--- config.mk ---
export PLATFORM = sky130hd
export DESIGN_NAME = button_debouncer
export DESIGN_NICKNAME = d
export VERILOG_FILES = /design/src/rtl/periph_pkg.sv /design/src/rtl/debounce_channel.sv /design/src/rtl/button_debouncer.sv
export SDC_FILE = /design/constraint.sdc
export NUM_CORES = 1
export LEC_CHECK = 0
export CAP_MARGIN = 20
export CORE_MARGIN = 5
export CORE_UTILIZATION = 40
export DETAILED_ROUTE_END_ITERATION = 16
export DONT_BUFFER_PORTS = 1
export HOLD_SLACK_MARGIN = 0.08
export PLACE_DENSITY = 0.6
export SYNTH_ARGS = -nofsm -noshare
export SYNTH_HDL_FRONTEND = slang
export SYNTH_HIERARCHICAL = 1
export SYNTH_SLANG_ARGS = --single-unit
--- constraint.sdc ---
create_clock -name clk -period 2.2 [get_ports clk]
set_input_delay 0.22 -clock clk [delete_from_list [all_inputs] [get_ports clk]]
set_output_delay 0.22 -clock clk [all_outputs]
set_load 0.1 [all_outputs]
--- src/rtl/periph_pkg.sv ---
// Shared peripheral definitions: debouncer channel states and default timing.
package periph_pkg;

    typedef enum logic [1:0] {
        RELEASED,
        ARM_PRESS,
        PRESSED,
        ARM_RELEASE
    } btn_state_t;

    // 5 ms of stable input at a 100 MHz system clock.
    localparam int DEFAULT_STABLE_CYCLES = 500000;
    localparam int DEFAULT_SYNC_STAGES   = 2;

endpackage

--- src/rtl/debounce_channel.sv ---
// One button channel: pad synchroniser, stable-sample counter and press/release FSM.
module debounce_channel
    import periph_pkg::*;
#(
    parameter int STABLE_CYCLES = DEFAULT_STABLE_CYCLES,
    parameter int SYNC_STAGES   = DEFAULT_SYNC_STAGES
) (
    input  logic clk,
    input  logic rst_n,
    input  logic raw,
    output logic level,
    output logic press_pulse,
    output logic release_pulse
);

    localparam int               CW   = $clog2(STABLE_CYCLES);
    localparam logic [CW-1:0]    ONE  = CW'(1);
    localparam logic [CW-1:0]    LAST = CW'(STABLE_CYCLES - 1);

    logic [SYNC_STAGES-1:0] sync_q;
    logic                   sync;

    btn_state_t    state, state_next;
    logic [CW-1:0] count, count_next;
    logic          level_next, press_next, release_next;

    // NOTE: sequential state uses non-blocking assignments so every flop samples pre-edge values.
    always_ff @(posedge clk or negedge rst_n) begin
        if (!rst_n) begin
            sync_q <= '0;
        end else begin
            sync_q <= {sync_q[SYNC_STAGES-2:0], raw};
        end
    end

    assign sync = sync_q[SYNC_STAGES-1];

    always_ff @(posedge clk or negedge rst_n) begin
        if (!rst_n) begin
            state         <= RELEASED;
            count         <= '0;
            level         <= 1'b0;
            press_pulse   <= 1'b0;
            release_pulse <= 1'b0;
        end else begin
            state         <= state_next;
            count         <= count_next;
            level         <= level_next;
            press_pulse   <= press_next;
            release_pulse <= release_next;
        end
    end

    // NOTE: every output of this block gets a default first, so no path can infer a latch.
    always_comb begin
        state_next   = state;
        count_next   = count;
        level_next   = level;
        press_next   = 1'b0;
        release_next = 1'b0;

        case (state)
            RELEASED: begin
                if (sync) begin
                    state_next = ARM_PRESS;
                    count_next = ONE;
                end
            end
            ARM_PRESS: begin
                if (!sync) begin
                    state_next = RELEASED;
                    count_next = '0;
                end else if (count == LAST) begin
                    state_next = PRESSED;
                    count_next = '0;
                    level_next = 1'b1;
                    press_next = 1'b1;
                end else begin
                    count_next = count + ONE;
                end
            end
            PRESSED: begin
                if (!sync) begin
                    state_next = ARM_RELEASE;
                    count_next = ONE;
                end
            end
            ARM_RELEASE: begin
                if (sync) begin
                    state_next = PRESSED;
                    count_next = '0;
                end else if (count == LAST) begin
                    state_next   = RELEASED;
                    count_next   = '0;
                    level_next   = 1'b0;
                    release_next = 1'b1;
                end else begin
                    count_next = count + ONE;
                end
            end
            default: begin
                state_next = RELEASED;
                count_next = '0;
            end
        endcase
    end

endmodule

--- src/rtl/button_debouncer.sv ---
// Multi-channel pushbutton conditioner; any_press feeds the interrupt FSM press input.
module button_debouncer
    import periph_pkg::*;
#(
    parameter int NUM_BTNS      = 5,
    parameter int STABLE_CYCLES = DEFAULT_STABLE_CYCLES,
    parameter int SYNC_STAGES   = DEFAULT_SYNC_STAGES
) (
    input  logic                clk,
    input  logic                rst_n,
    input  logic [NUM_BTNS-1:0] btn_raw,
    output logic [NUM_BTNS-1:0] btn_level,
    output logic [NUM_BTNS-1:0] btn_press,
    output logic [NUM_BTNS-1:0] btn_release,
    output logic                any_press
);

    for (genvar g = 0; g < NUM_BTNS; g++) begin : g_chan
        debounce_channel #(
            .STABLE_CYCLES (STABLE_CYCLES),
            .SYNC_STAGES   (SYNC_STAGES)
        ) u_chan (
            .clk           (clk),
            .rst_n         (rst_n),
            .raw           (btn_raw[g]),
            .level         (btn_level[g]),
            .press_pulse   (btn_press[g]),
            .release_pulse (btn_release[g])
        );
    end

    // Derived only from registered levels, so it cannot glitch.
    assign any_press = |btn_level;

endmodule

==> impl_results.md, run 1 <==
- Top-count cell post-synth: dfrtp_1
- FMAX: 0.4858 GHz
- Initial Util: 40.96%
- Max Cap Violations: 0
- Final slew viol count: 0
- Power Internal: 0.004532 W
- Area of the multi-input gates: between 3000 and 4000 um^2
- Setup bufs post-CTS: 0
- I/O pin cnt: 23
- Tightest hold margin: -503.1 ps
- Initial drt markers: between 300 and 400
- Post-synth top flop: dfrtp_1
- Clk_lat worst skew: between 400 and 500 ps
- Asr flop ratio synth: 100.0%
- Final non-filler cell total: 1016
- Post-Synthesis Cells: between 700 and 800
- Critical Setup Path Class: reg -> reg
- Setup TNS: 0 ps
- Worst-path fanout max: 16
- Post-Route WL: 15.33 mm
- Cell leakage power: about 3.5 nW
- CP arrival: 2360 ps
- RSZ-0062 raised after global routing: no
- CTS sink count: 130
- TritonRoute pass-1 iters: 5
- Crit end category: flip-flop
- Fin. Hold Viols: 130
- Final Net Count: 795
- Worst Tran Pin Value: 871.7 ps
- Vias in the first global route: ~5500
- Ys Warns: 6
- Worst-path clk slew: about 60 ps
- Tmin final: 2059 ps
- Uppermost layer routed: met4
- Port Buffer Count: 0
- Slowest stage delay, CP: 570 ps
- Max Root-Sink Buffers: 2
- Number of synthesized flops with an enable pin: 0
- Yosys top cell area share: 47.56%
- Routed length per placed instance: 15.09 um
- Antenna cells: 0
- Htree depth: 4
- Mean Syn Cell Area: 9.487 um^2
- Final setup violation count: 0
- DIE AREA: between 15000 and 20000 um^2
- PD cells: 708.9 nW/um^2
- Sw Share: 21.34%
- Chip width: between 100 and 150 um
- Worst VDD drop: 0.5570 mV
- Number of antenna violations at the first check in global routing: 0
- Die Y: 140.8 um
- GRT Util Overall: between 10% and 20%
- Met2 Wirelength: 7.378 mm
- Distinct cells, synth: 49
- Root buf cell: clkbuf_16
- Clk_skew: ~6.8 ps
- Area of the core: 16700 um^2
- Length of routed wiring on met1: 7.023 mm
- Hold_buf cts: 5
- Post-synth top area cell: dfrtp_1
- Synthesized area: 6840 um^2
- DRT antenna net count: 0
- Largest cells by area after synthesis: dfrtp_1 48%, nand3_1 4.5%, nand2_1 4.3%, a21oi_1 4.0%, a21o_1 2.9%
- Ratio of cells with drive above 1 in the final layout: approximately 16%
- Sequential Area: 3253 um^2
- Flop pwr share: 43.1%
- HP Class: in -> async
- CTS buffer count: 17
- Row cnt: 47
- Crit-path cells: or4_4 > nor3_4 > a21oi_4 > buf_4 > a21o_1 > a21o_1
- Top cells by count, synth: 130 x dfrtp_1, 79 x nand2_1, 62 x nand3_1
- Slowest-stage cell, CP: or4_4
- Clock share of power: 51.5%
- Fillcell total: 1528
- Startpoint types: flip-flop
- CP most frequent cell: a21o_1
- Remaining routing DRC violations: 0
- First-pass GRT wire length: 26.36 mm
- Routed vias/inst: ~5.6
- Critical Path RT: 2500 ps
- Met3 WL: 733 um
- Synthesized net count: about 730
- Grt ovf: 0
- Switch Pwr: 0.001229 W
- Dpl cells: 978
- Largest net degree at the start of global routing: 131
- CTS tree: built
- Comb power frac: 5.4%
- Crit share post-route: 93.57%
- Register area share after synthesis: 47.56%
- Placer Congestion: 0.8426
- Status: finished with violations
- Violated checks: negative hold slack
- Relative slew margins: 41.93%
- HPWL Detailed: 10.43 mm
- Vias: ~5700
- Synth Register Bits: 130
- Syn-to-layout area delta: 18.80%
## through the flow
stage / hold slack, ps / cell area [um^2] / power, W / setup slack (ps) / utilization, %
after detailed placement: -70.15 / 7385 / 0.002820 / 4.322 / 44.22
after global placement: -70.81 / 7385 / 0.002809 / 96.47 / 44.22
after global routing: -536.5 / 8127 / 0.006001 / 13.27 / 48.66
after floorplan: -75.59 / 6840 / 0.002735 / 224.6 / -
after CTS: -527.3 / 8075 / 0.005842 / 25.99 / 48.35
final: -503.1 / 8127 / 0.005761 / 141.4 / 48.66
## state kept, by name, indices dropped and copies added, names as in the netlist, named ones only
register,flops
g_chan.u_chan/state,5
g_chan.u_chan/release_pulse,5
g_chan.u_chan/press_pulse,5
g_chan.u_chan/level,5
g_chan.u_chan/count,95
g_chan.u_chan/sync_q,10
## power groups by stage
| stage | Sequential (W) | Clock [W] | Combinational, W |
|---|---|---|---|
| 6_report | 0.00248 | 0.00297 | 0.000310 |
| 5_1_grt | 0.00249 | 0.00317 | 0.000345 |
| 4_1_cts | 0.00248 | 0.00305 | 0.000307 |
| 3_5_place_dp | 0.00253 | 0 | 0.000295 |
| 3_3_place_gp | 0.00252 | 0 | 0.000286 |
| 2_1_floorplan | 0.00252 | 0 | 0.000216 |
## kinds of logic after synthesis
logic type | synth area share (%)
muxes | 1.774
AOI/OAI and AO/OA | 18.16
DFF | 47.56
and+or+nand+nor | 27.07
adders and majority gates | 0.9146
buffers and inverters | 3.878
xor gates and xnor gates | 0.6402
## final cells by class
class | instances | share of cell area [%]
Multi-Input combinational cell | 550 | 41.46
Sequential cell | 130 | 40.03
Timing Repair Buffer | 67 | 6.543
Clock buffer | 23 | 6.251
Tap cell | 220 | 3.387
Clock inverter | 9 | 1.540
Inverter | 17 | 0.7852
## worst max-delay path: cells and delay by family, from the launching register on
kind / cells / cell delay, ps
flip-flops: 1 / 430
AO/OA/AOI/OAI: 3 / 490
buffers and inverters: 1 / 210
AND/OR/NAND/NOR: 2 / 820
## repair_timing
item	4_1_cts	5_1_grt
resized for setup	1	5
setup endpoints to repair	3	23
endpoints found under the hold margin	135	130
## metal layers
layer	up-vias	track usage [%]
met5	-	0
met1	2768	20.35
met3	16	4.741
met2	124	26.51
li1	2814	-
met4	0	4.844
## path summary, 6_finish.rpt
| path | from | to | slack, ps | depth (start not counted) |
|---|---|---|---|---|
| worst max-delay path | g_chan[0].u_chan/count[7] | g_chan[0].u_chan/count[15] | 140 | 6 |
| worst min-delay path | rst_n | g_chan[1].u_chan/count[16] | -500 | 0 |
| worst max register to register | g_chan[0].u_chan/count[7] | g_chan[0].u_chan/count[15] | 140 | 6 |
| worst min register to register | g_chan[3].u_chan/sync_q[0] | g_chan[3].u_chan/sync_q[1] | 350 | 0 |
| max in group asynchronous | rst_n | g_chan[4].u_chan/count[13] | 2430 | 0 |
| min in group clk | g_chan[3].u_chan/sync_q[0] | g_chan[3].u_chan/sync_q[1] | 350 | 0 |
## placed cells by master (no fill, tap or decap), drive strengths merged, types with 12 or more instances in the layout
master    n
dfrtp   130
nand2    79
nand3    62
buf      62
a21oi    59
nor2     46
o21ai    43
a31oi    28
a21o     26
nor3     26
nand4    24
clkbuf   23
inv      17
a22o     17
and2     12
nor4     12
Power figures use the tool's default switching activity.
==> run 2, diff against run 1 <==
- CORE_MARGIN: 5 -> 10
- DONT_BUFFER_PORTS: 1 -> unset
- PLACE_DENSITY: 0.6 -> 0.62
==> run 2 against run 1 <==
Against the previous run:
- clock skew barely moved
- total power fell by 1.3%
- worst setup slack got worse by 12 ps
- the flow now finishes without violations
- clock power fell by 5%
- global-route usage fell by 1.4 points
- combinational power rose by 22%
- count of clock-buffer cells in the layout fell by 6
- non-clock buffer count rose by 18
- highest routed layer unchanged
- register-to-register slack barely moved
- critical path depth rose by 1
- sequential cell count did not move
==> impl_results.md, run 2 (same netlist as run 1, synthesis figures left out) <==
- Status: completed
- Sw Share: 23.28% (+1.9 points)
- Final cell area excluding filler cells: 8222 um^2 (+1.2%)
- Antenna cells: 0 (unchanged)
- Final Net Count: 813 (+2.3%)
- Relative slew margins: 57.13% (+15 points)
- Area of the core: 16700 um^2 (unchanged)
- Crit end category: flip-flop
- Row cnt: 47 (unchanged)
- CP arrival: 2370 ps (about the same)
- Port Buffer Count: 22 (+22)
- Comb power frac: 6.6% (+1.2 points)
- Ratio of cells with drive above 1 in the final layout: 17.71% (+1.9 points)
- Design Power: 0.005684 W (-1.3%)
- Met3 WL: 718 um (-2.0%)
- Vias: 5801 (+1.4%)
- Setup ws final: 129.8 ps (-11.56 ps)
- Syn-to-layout area delta: 20.19%
- Largest net degree at the start of global routing: 56 (-57%)
- Critical Setup Path Class: reg -> reg
- Cell leakage power: 3.580 nW (+1.7%)
- Slowest stage delay, CP: 420 ps (-150 ps)
- Worst-path fanout max: 21 (+5)
- Family with the most delay on the worst path: simple AND/OR/NAND/NOR gates
- CTS sink count: 130 (unchanged)
- Setup WS pre-CTS: 99.66 ps (+95.34 ps)
- Max FFs per register: 95 (unchanged)
- First-pass GRT wire length: 27.28 mm (+3.5%)
- Fin util: 49.23% (+0.57 points)
- Power Internal: 0.004361 W (-3.8%)
- Fin. Hold Viols: 0 (-100%)
- Final slew viol count: 0 (unchanged)
- Clk_skew: 7.052 ps (+0.2908 ps)
- Number of antenna violations at the first check in global routing: 0 (unchanged)
- Slowest-stage cell, CP: nor4_2
- Worst VDD drop: 0.7312 mV (+31%)
- RSZ-0062 raised after global routing: no
- Chip width: 150.8 um (+7.1%)
- FF-to-FF setup slack: 130 ps (about the same)
- Critical Path RT: 2500 ps (about the same)
- TritonRoute pass-1 iters: 5 (unchanged)
- Worst Tran Pin Value: 637.7 ps (-233.9 ps)
- Clock share of power: 49.7% (-1.8 points)
- Die Y: 150.8 um (+7.1%)
- Commonest non-fill, non-tap cell in the layout: dfrtp_1
- Routed length per placed instance: 15.33 um (+1.6%)
- HP Class: in -> async
- Root buf cell: clkbuf_16
- Post-Route WL: 15.83 mm (+3.3%)
- Max Cap Violations: 0 (unchanged)
- DRT antenna net count: 0 (unchanged)
- Htree depth: 4 (unchanged)
- CTS buffer count: 17 (unchanged)
- Final setup violation count: 0 (unchanged)
- Placer Congestion: 0.8503 (+0.91%)
- Commonest cells after routing, fill and taps aside: 130 x dfrtp_1, 79 x nand2_1, 76 x buf_4, 62 x nand3_1, 54 x a21oi_1
- Setup bufs post-CTS: 0 (unchanged)
- Switch Pwr: 0.001323 W (+7.7%)
- PD cells: 691.4 nW/um^2 (-2.5%)
- Crit-path cells: ha_1 > nand4_1 > nor4_2 > a21oi_4 > buf_4 > a21o_1 > a22o_1
- Setup TNS: 0 ps (unchanged)
- Grt ovf: 0 (unchanged)
- CTS tree: built
- Vias in the first global route: 5731 (+4.3%)
- Uppermost layer routed: met4
- Length of routed wiring on met1: 7.204 mm (+2.6%)
- Biggest regs: g_chan.u_chan/count: 95 flops, g_chan.u_chan/sync_q: 10 flops
- Routed vias/inst: 5.616 (-0.29%)
- I/O pin cnt: 23 (unchanged)
- Crit share post-route: 94.10% (+0.53 points)
- Remaining routing DRC violations: 0 (unchanged)
- Biggest register: g_chan.u_chan/count
- HPWL Detailed: 11.05 mm (+6.0%)
- Met2 Wirelength: 7.727 mm (+4.7%)
- Clk_lat worst skew: 410 ps (about the same)
- Initial Util: 40.96% (unchanged)
- GRT Util Overall: 14.57% (-1.4 points)
- Tmin final: 2070 ps (+11.56 ps)
- Startpoint types: flip-flop
- Max Root-Sink Buffers: 2 (unchanged)
- FMAX: 0.4830 GHz (-0.56%)
- Cell Area, Placed: 7579 um^2 (+2.6%)
- Initial drt markers: 388 (+18%)
- Buf/Inv on CP: 1 (unchanged)
- Worst-path clk slew: 60 ps (about the same)
- Flop pwr share: 43.7% (+0.6 points)
- DIE AREA: 22730 um^2 (+15%)
[run 2: final cells by class]
cell class                 instances  area [um^2]
fill                            1530         8479
tap                              220        275.3
sequential                       130         3253
timing repair buffer              85        681.9
inverter                          17        63.81
clock inverter                    14        165.2
clock buffer                      17        425.4
multi-input combinational        550         3357
[run 2: per-layer routing]
layer / GRT usage (%) / vias to the layer above
met5: 0 / -
met4: 4.475 / 0
met3: 4.177 / 13
met2: 23.99 / 97
met1: 18.13 / 2844
li1: - / 2847
[run 2: worst paths after layout]
check                                            from                    endpoint  depth (start not counted)
max                         g_chan[1].u_chan/count[1]   g_chan[1].u_chan/count[3]                          7
min                                             rst_n  g_chan[1].u_chan/count[15]                          2
max reg2reg                 g_chan[1].u_chan/count[1]   g_chan[1].u_chan/count[3]                          7
min reg2reg                g_chan[0].u_chan/sync_q[0]  g_chan[0].u_chan/sync_q[1]                          0
max in group asynchronous                       rst_n                   async pin                          3
min in group clk                           btn_raw[3]  g_chan[3].u_chan/sync_q[0]                          1
[run 2: per-stage QoR]
stage / hold WS (ps) / cells
final: 239.8 / 1033
after global routing: 221.1 / 1033
after CTS: 220.6 / 1032
after detailed placement: 126.4 / 1000
after global placement: 122.7 / 1000
after floorplan: -75.59 / 721
[run 2: timing repair]
action	in CTS	in global routing
hold buffers	1	0
endpoints found under the setup margin	0	16
resized for setup	0	5
hold endpoints to repair	96	0
[run 2: power groups by stage]
stage                     combinational [W]  sequential (W)  clock (W)
final                              0.000378         0.00248    0.00282
after global routing               0.000426         0.00249    0.00302
after CTS                          0.000380         0.00248    0.00290
after detailed placement           0.000374         0.00252          0
after global placement             0.000363         0.00252          0
after floorplan                    0.000216         0.00252          0
==> edit 1: new RTL, config.mk and constraints of run 2 <==
Set the package constant `DEFAULT_SYNC_STAGES` to 4 (it was 2).
--- a/src/rtl/periph_pkg.sv
+++ b/src/rtl/periph_pkg.sv
@@ -12,3 +12,3 @@
     localparam int DEFAULT_STABLE_CYCLES = 500000;
-    localparam int DEFAULT_SYNC_STAGES   = 2;
+    localparam int DEFAULT_SYNC_STAGES   = 4;
 
Function: same outputs for any inputs over 4 cycles, from zero or initial values and one cycle with rst_n low; that may be too few to reach the edited logic, so the function may still have changed.
==> edit 1 against run 2 <==
- sequential cell count rose by 10
- routed wire length grew 9.9%
- via count increased by 9.0%
- final area increased by 8.1%
- worst setup slack got worse by 60 ps
- fmax down 2.8%
- sequential share of layout area decreased by 0.14 points
- first-iteration DRC count rose by 29%
- combinational power fell by 3%
- area after synthesis is 9.2% higher
- power grew 4.1%
- critical endpoint is now g_chan[1].u_chan/count[17]
==> edit 1: results (changes against run 2) <==
| Metric | Value |
|---|---|
| LEAKAGE | `3.83 nW (+7.0%)` |
| Routed vias/inst | `5.59 (-0.37%)` |
| Initial antenna violation count | `0 (unchanged)` |
| # diodes | `0 (unchanged)` |
| Top cells by area, synth | `dfrtp_1 (47%), nand2_1 (4.6%), nand3_1 (4.6%), or3_1 (3.1%), nor2_1 (2.9%)` |
| Htree depth | `4 (unchanged)` |
| Syn nets | `815 (+11%)` |
| DP Area | `8270 sq um (+9.2%)` |
| Distinct cells, synth | `62 (+27%)` |
| Post-synth top cells | `dfrtp_1 (140), nand2_1 (92), nand3_1 (68)` |
| Final Routed Wirelength | `17,400 um (+9.9%)` |
| Reg clk slew, reported paths | `60 ps (about the same)` |
| HPWL Detailed | `12,400 um (+12%)` |
| Maximum root-to-sink buffer count | `2 (unchanged)` |
| Sw Share | `0.247 (+0.0139)` |
| Hold depth | `1` |
| PwrDens | `666 nW/um^2 (-3.7%)` |
| Proportion of layout cells with a drive suffix above 1 | `0.183 (+0.00601)` |
| Critical R2R Launch | `g_chan[1].u_chan/count[6]` |
| Warnings from Yosys | `6 (unchanged)` |
| Min-Delay Path Class | `in2reg` |
| Synth Instances | `803 (+11%)` |
| WHS | `234 ps (-6.01 ps)` |
| Net count reported at finish | `900 (+11%)` |
| DRT iter0 DRCs | `499 (+29%)` |
| Post-CTS Setup Bufs | `0 (unchanged)` |
| Biggest regs | `g_chan.u_chan/count (95), g_chan.u_chan/sync_q (20)` |
| Non-filler cells, final | `1,130 (+9.4%)` |
| Worst r2r dst | `g_chan[1].u_chan/count[17]` |
| Critical path arrival | `2440 ps (+70 ps)` |
| CP max stage delay | `530 ps (+110 ps)` |
| Final clock skew | `12.8 ps (+5.71 ps)` |
| CP delay by family, top | `simple AND/OR/NAND/NOR gates` |
| Gr usage total | `0.148 (+0.00197)` |
| Seq pwr | `2.69 mW (+8.5%)` |
| Sequential area share after synthesis | `0.469 (-0.00641)` |
| Combinational fraction of design power | `0.062 (-0.004)` |
| Worst Path Max Fanout | `12 (-43%)` |
| Root Driver | `clkbuf_16` |
| Status | `complete, no violations` |
| FFs w/ async S/R, synth | `1.00 (unchanged)` |
| Largest net degree at the start of global routing | `53 (-5.4%)` |
| FF-to-FF setup slack | `70 ps (-60 ps)` |
| Vias in the first global route | `5,885 (+2.7%)` |
| Fmax | `470 MHz (-2.8%)` |
| Filler Cell Count | `1,698 (+11%)` |
| Global-route wire length before repair | `29,800 um (+9.2%)` |
| Clock Latency Late Sink | `430 ps (+20 ps)` |
| Max-Slew Margin vs Limit | `0.545 (-0.0266)` |
| Routability congestion estimate | `0.825 (-3.0%)` |
| Reg2reg path depth | `5 (-2)` |
| CP max-delay cell | `or4b_1` |
| Inserted Clock Buffers | `17 (unchanged)` |
| Peak VDD IR | `0.503 mV (-31%)` |
| Pre-CTS setup slack | `79.0 ps (-20.7 ps)` |
edit 1: cell count changes after synthesis, sizes merged, moves of 16 or more:
cell / delta
o21ai: +18
or3: +32
a21oi: -23
a31oi: -23
nor2: +16
inv: +18
edit 1: worst max-delay path by stage:
stage,from,end,cells after the start
after floorplan,g_chan[0].u_chan/count[6],g_chan[0].u_chan/count[12],5
after global placement,g_chan[0].u_chan/count[6],g_chan[0].u_chan/count[17],5
after detailed placement,g_chan[1].u_chan/count[6],g_chan[1].u_chan/count[17],5
after CTS,g_chan[1].u_chan/count[6],g_chan[1].u_chan/count[17],5
after global routing,g_chan[2].u_chan/count[6],g_chan[2].u_chan/count[17],5
final,g_chan[1].u_chan/count[6],g_chan[1].u_chan/count[17],5
edit 1: repair_timing:
item	CTS	global route
hold endpoints to repair	118	0
resized for setup	0	1
hold buffers	1	0
setup endpoints to repair	0	2
edit 1: logic make-up (layout without fill, tap and decap cells):
logic type / Yosys count / in the layout / share of synthesized area
xor+xnor: 5 / 5 / 0.00687
flops: 140 / 140 / 0.469
mux: 11 / 11 / 0.0154
buf+inv: 58 / 155 / 0.0409
fa+ha+maj: 5 / 5 / 0.00838
simple gates: 406 / 406 / 0.294
compound gates: 178 / 179 / 0.165
edit 1: area by class of cell:
cell class	count	area (sq um)	area share
timing repair buffer	88	704	0.0793
inverter	35	131	0.0148
sequential	140	3500	0.394
clock inverter	15	165	0.0186
tap	229	287	0.0322
multi-input combinational	606	3670	0.413
clock buffer	17	425	0.0479
edit 1: per-layer routing:
layer | vias to the layer above | track usage | share of wire
met5 | - | 0 | 0
met4 | 0 | 0.0490 | 0.011
met3 | 15 | 0.0340 | 0.051
met2 | 135 | 0.218 | 0.44
met1 | 3030 | 0.208 | 0.50
li1 | 3142 | - | -
==> edit 2: new RTL, config.mk and constraints of run 2 <==
Without the edit above. Put a register stage on the output `btn_level`. The value now appears one clock later. The other outputs are not delayed to match.
--- a/src/rtl/button_debouncer.sv
+++ b/src/rtl/button_debouncer.sv
@@ -17,2 +17,4 @@
 
+    logic [NUM_BTNS-1:0] btn_level_d;
+
     for (genvar g = 0; g < NUM_BTNS; g++) begin : g_chan
@@ -25,3 +27,3 @@
             .raw           (btn_raw[g]),
-            .level         (btn_level[g]),
+            .level         (btn_level_d[g]),
             .press_pulse   (btn_press[g]),
@@ -32,3 +34,7 @@
     // Derived only from registered levels, so it cannot glitch.
-    assign any_press = |btn_level;
+    assign any_press = |btn_level_d;
+
+    always_ff @(posedge clk) begin
+        btn_level <= btn_level_d;
+    end
 
Function: same outputs for any inputs over 4 cycles, from zero or initial values and one cycle with rst_n low; that may be too few to reach the edited logic, so the function may still have changed.
==> edit 2 against run 2 <==
- final area increased by 2.0%
- worst setup slack got worse by 12 ps
- power increased by 4.2%
- routed wire length decreased by 0.30%
- sequential cell count increased by 5
- clock skew about the same
- synthesized cell count increased by 0.69%
- first-iteration DRC count decreased by 11%
- area after synthesis increased by 1.5%
==> edit 2: results (changes against run 2) <==
| Metric | Value |
|---|---|
| # diodes | `0 (unchanged)` |
| Final clock skew | `6.90 ps (-0.154 ps)` |
| Proportion of layout cells with a drive suffix above 1 | `0.173 (-0.00416)` |
| Final Routed Wirelength | `15,800 um (-0.30%)` |
| WL/cell | `15.1 um (-1.5%)` |
| Vias in the first global route | `5,843 (+2.0%)` |
| Initial antenna violation count | `0 (unchanged)` |
| Post-synth top cells | `dfrtp_1 (130), nand2_1 (79), nand3_1 (62)` |
| DRT iter0 DRCs | `344 (-11%)` |
| Root Driver | `clkbuf_16` |
| CP delay by family, top | `simple AND/OR/NAND/NOR gates` |
| LEAKAGE | `3.66 nW (+2.1%)` |
| Critical R2R Launch | `g_chan[4].u_chan/count[9]` |
| HPWL Detailed | `10,900 um (-1.0%)` |
| Biggest regs | `g_chan.u_chan/count (95), g_chan.u_chan/sync_q (10)` |
| I/O Buffers | `22 (unchanged)` |
| CP max stage delay | `570 ps (+150 ps)` |
| Status | `complete, no violations` |
| Largest net degree at the start of global routing | `44 (-21%)` |
| Critical path class | `reg2reg` |
| Gr usage total | `0.144 (-0.00158)` |
| Routability congestion estimate | `0.791 (-7.0%)` |
| Global-route wire length before repair | `27,200 um (about the same)` |
| Peak VDD IR | `0.593 mV (-19%)` |
| CP max-delay cell | `or4b_4` |
| Maximum root-to-sink buffer count | `2 (unchanged)` |
| Flops & latches, synth | `135 (+3.8%)` |
| Min-Delay Path Class | `in2reg` |
| Distinct cells, synth | `50 (+2.0%)` |
| Synth Instances | `726 (+0.69%)` |
| Ys flop type | `dfrtp_1` |
| Placed Cells | `1,012 (+1.2%)` |
| FFs w/ async S/R, synth | `0.963 (-0.0370)` |
| Sequential area share after synthesis | `0.483 (+0.00756)` |
| Warnings from Yosys | `6 (unchanged)` |
| Beginning of the worst hold path | `btn_raw[0]` |
| Filler Cell Count | `1,603 (+4.8%)` |
| DP Area | `7700 sq um (+1.6%)` |
| Critical path arrival | `2390 ps (+20 ps)` |
| Syn nets | `738 (+0.68%)` |
| Top cells by area, synth | `dfrtp_1 (47%), nand3_1 (4.5%), nand2_1 (4.3%), a21oi_1 (3.9%), a21o_1 (2.8%)` |
| Worst Tran Pin Value | `721 ps (+83.7 ps)` |
| Worst Path Max Fanout | `24 (+14%)` |
| Via count | `5,870 (+1.2%)` |
| Net count reported at finish | `820 (+0.86%)` |
edit 2: per-stage QoR:
stage                     hold WS (ps)  setup TNS [ps]  worst slack [ps]
after floorplan                  -75.6               0               322
after global placement             227               0              96.4
after detailed placement           231           -21.0             -21.0
after CTS                          219               0              69.6
after global routing               221               0              10.5
final                              241               0               118
edit 2: final cells by class:
type / instances / area [sq um] / share of cell area
sequential: 135 / 3350 / 0.400
clock inverter: 11 / 171 / 0.0204
inverter: 17 / 63.8 / 0.00761
timing repair buffer: 87 / 697 / 0.0831
clock buffer: 21 / 450 / 0.0537
multi-input combinational: 550 / 3370 / 0.402
tap: 225 / 282 / 0.0336
edit 2: final timing paths:
kind,endpoint,depth (start not counted)
worst max-delay path,g_chan[4].u_chan/count[14],5
worst min-delay path,g_chan[0].u_chan/sync_q[0],1
worst max register to register,g_chan[4].u_chan/count[14],5
worst min register to register,g_chan[0].u_chan/sync_q[1],0
max in group asynchronous,g_chan[3].u_chan/level,3
min in group asynchronous,g_chan[4].u_chan/count[4],2
edit 2: layer usage:
layer / vias up / routed length, um / GRT usage
met4: 0 / 95 / 0.0510
met1: 2905 / 7130 / 0.174
met5: - / 0 / 0
met2: 84 / 8020 / 0.246
li1: 2876 / - / -
met3: 5 / 535 / 0.0342
edit 2: kinds of logic (layout without fill, tap and decap cells):
group,after synthesis,in the layout,synth area share
XOR/XNOR,5,5,0.00631
adder cells (fa/ha/maj),5,5,0.00901
AO/OA/AOI/OAI,197,197,0.179
flip-flops,135,135,0.483
AND/OR/NAND/NOR,331,331,0.267
multiplexers,12,12,0.0175
buffers and inverters,41,136,0.0382
edit 2: timing repair:
| item | CTS | global route |
|---|---|---|
| hold buffers | 1 | 0 |
| hold endpoints to repair | 34 | 0 |
| setup buffers | 0 | 0 |
| pin swaps | 0 | 0 |
| setup endpoints to repair | 1 | 12 |
| gates resized for setup | 1 | 5 |
edit 2: power breakdown:
part	leakage [nW]	switching, mW	internal [mW]	total [mW]
clock network	0.298	1.05	1.93	2.98
logic	1.55	0.219	0.152	0.371
registers	1.80	0.0431	2.53	2.57
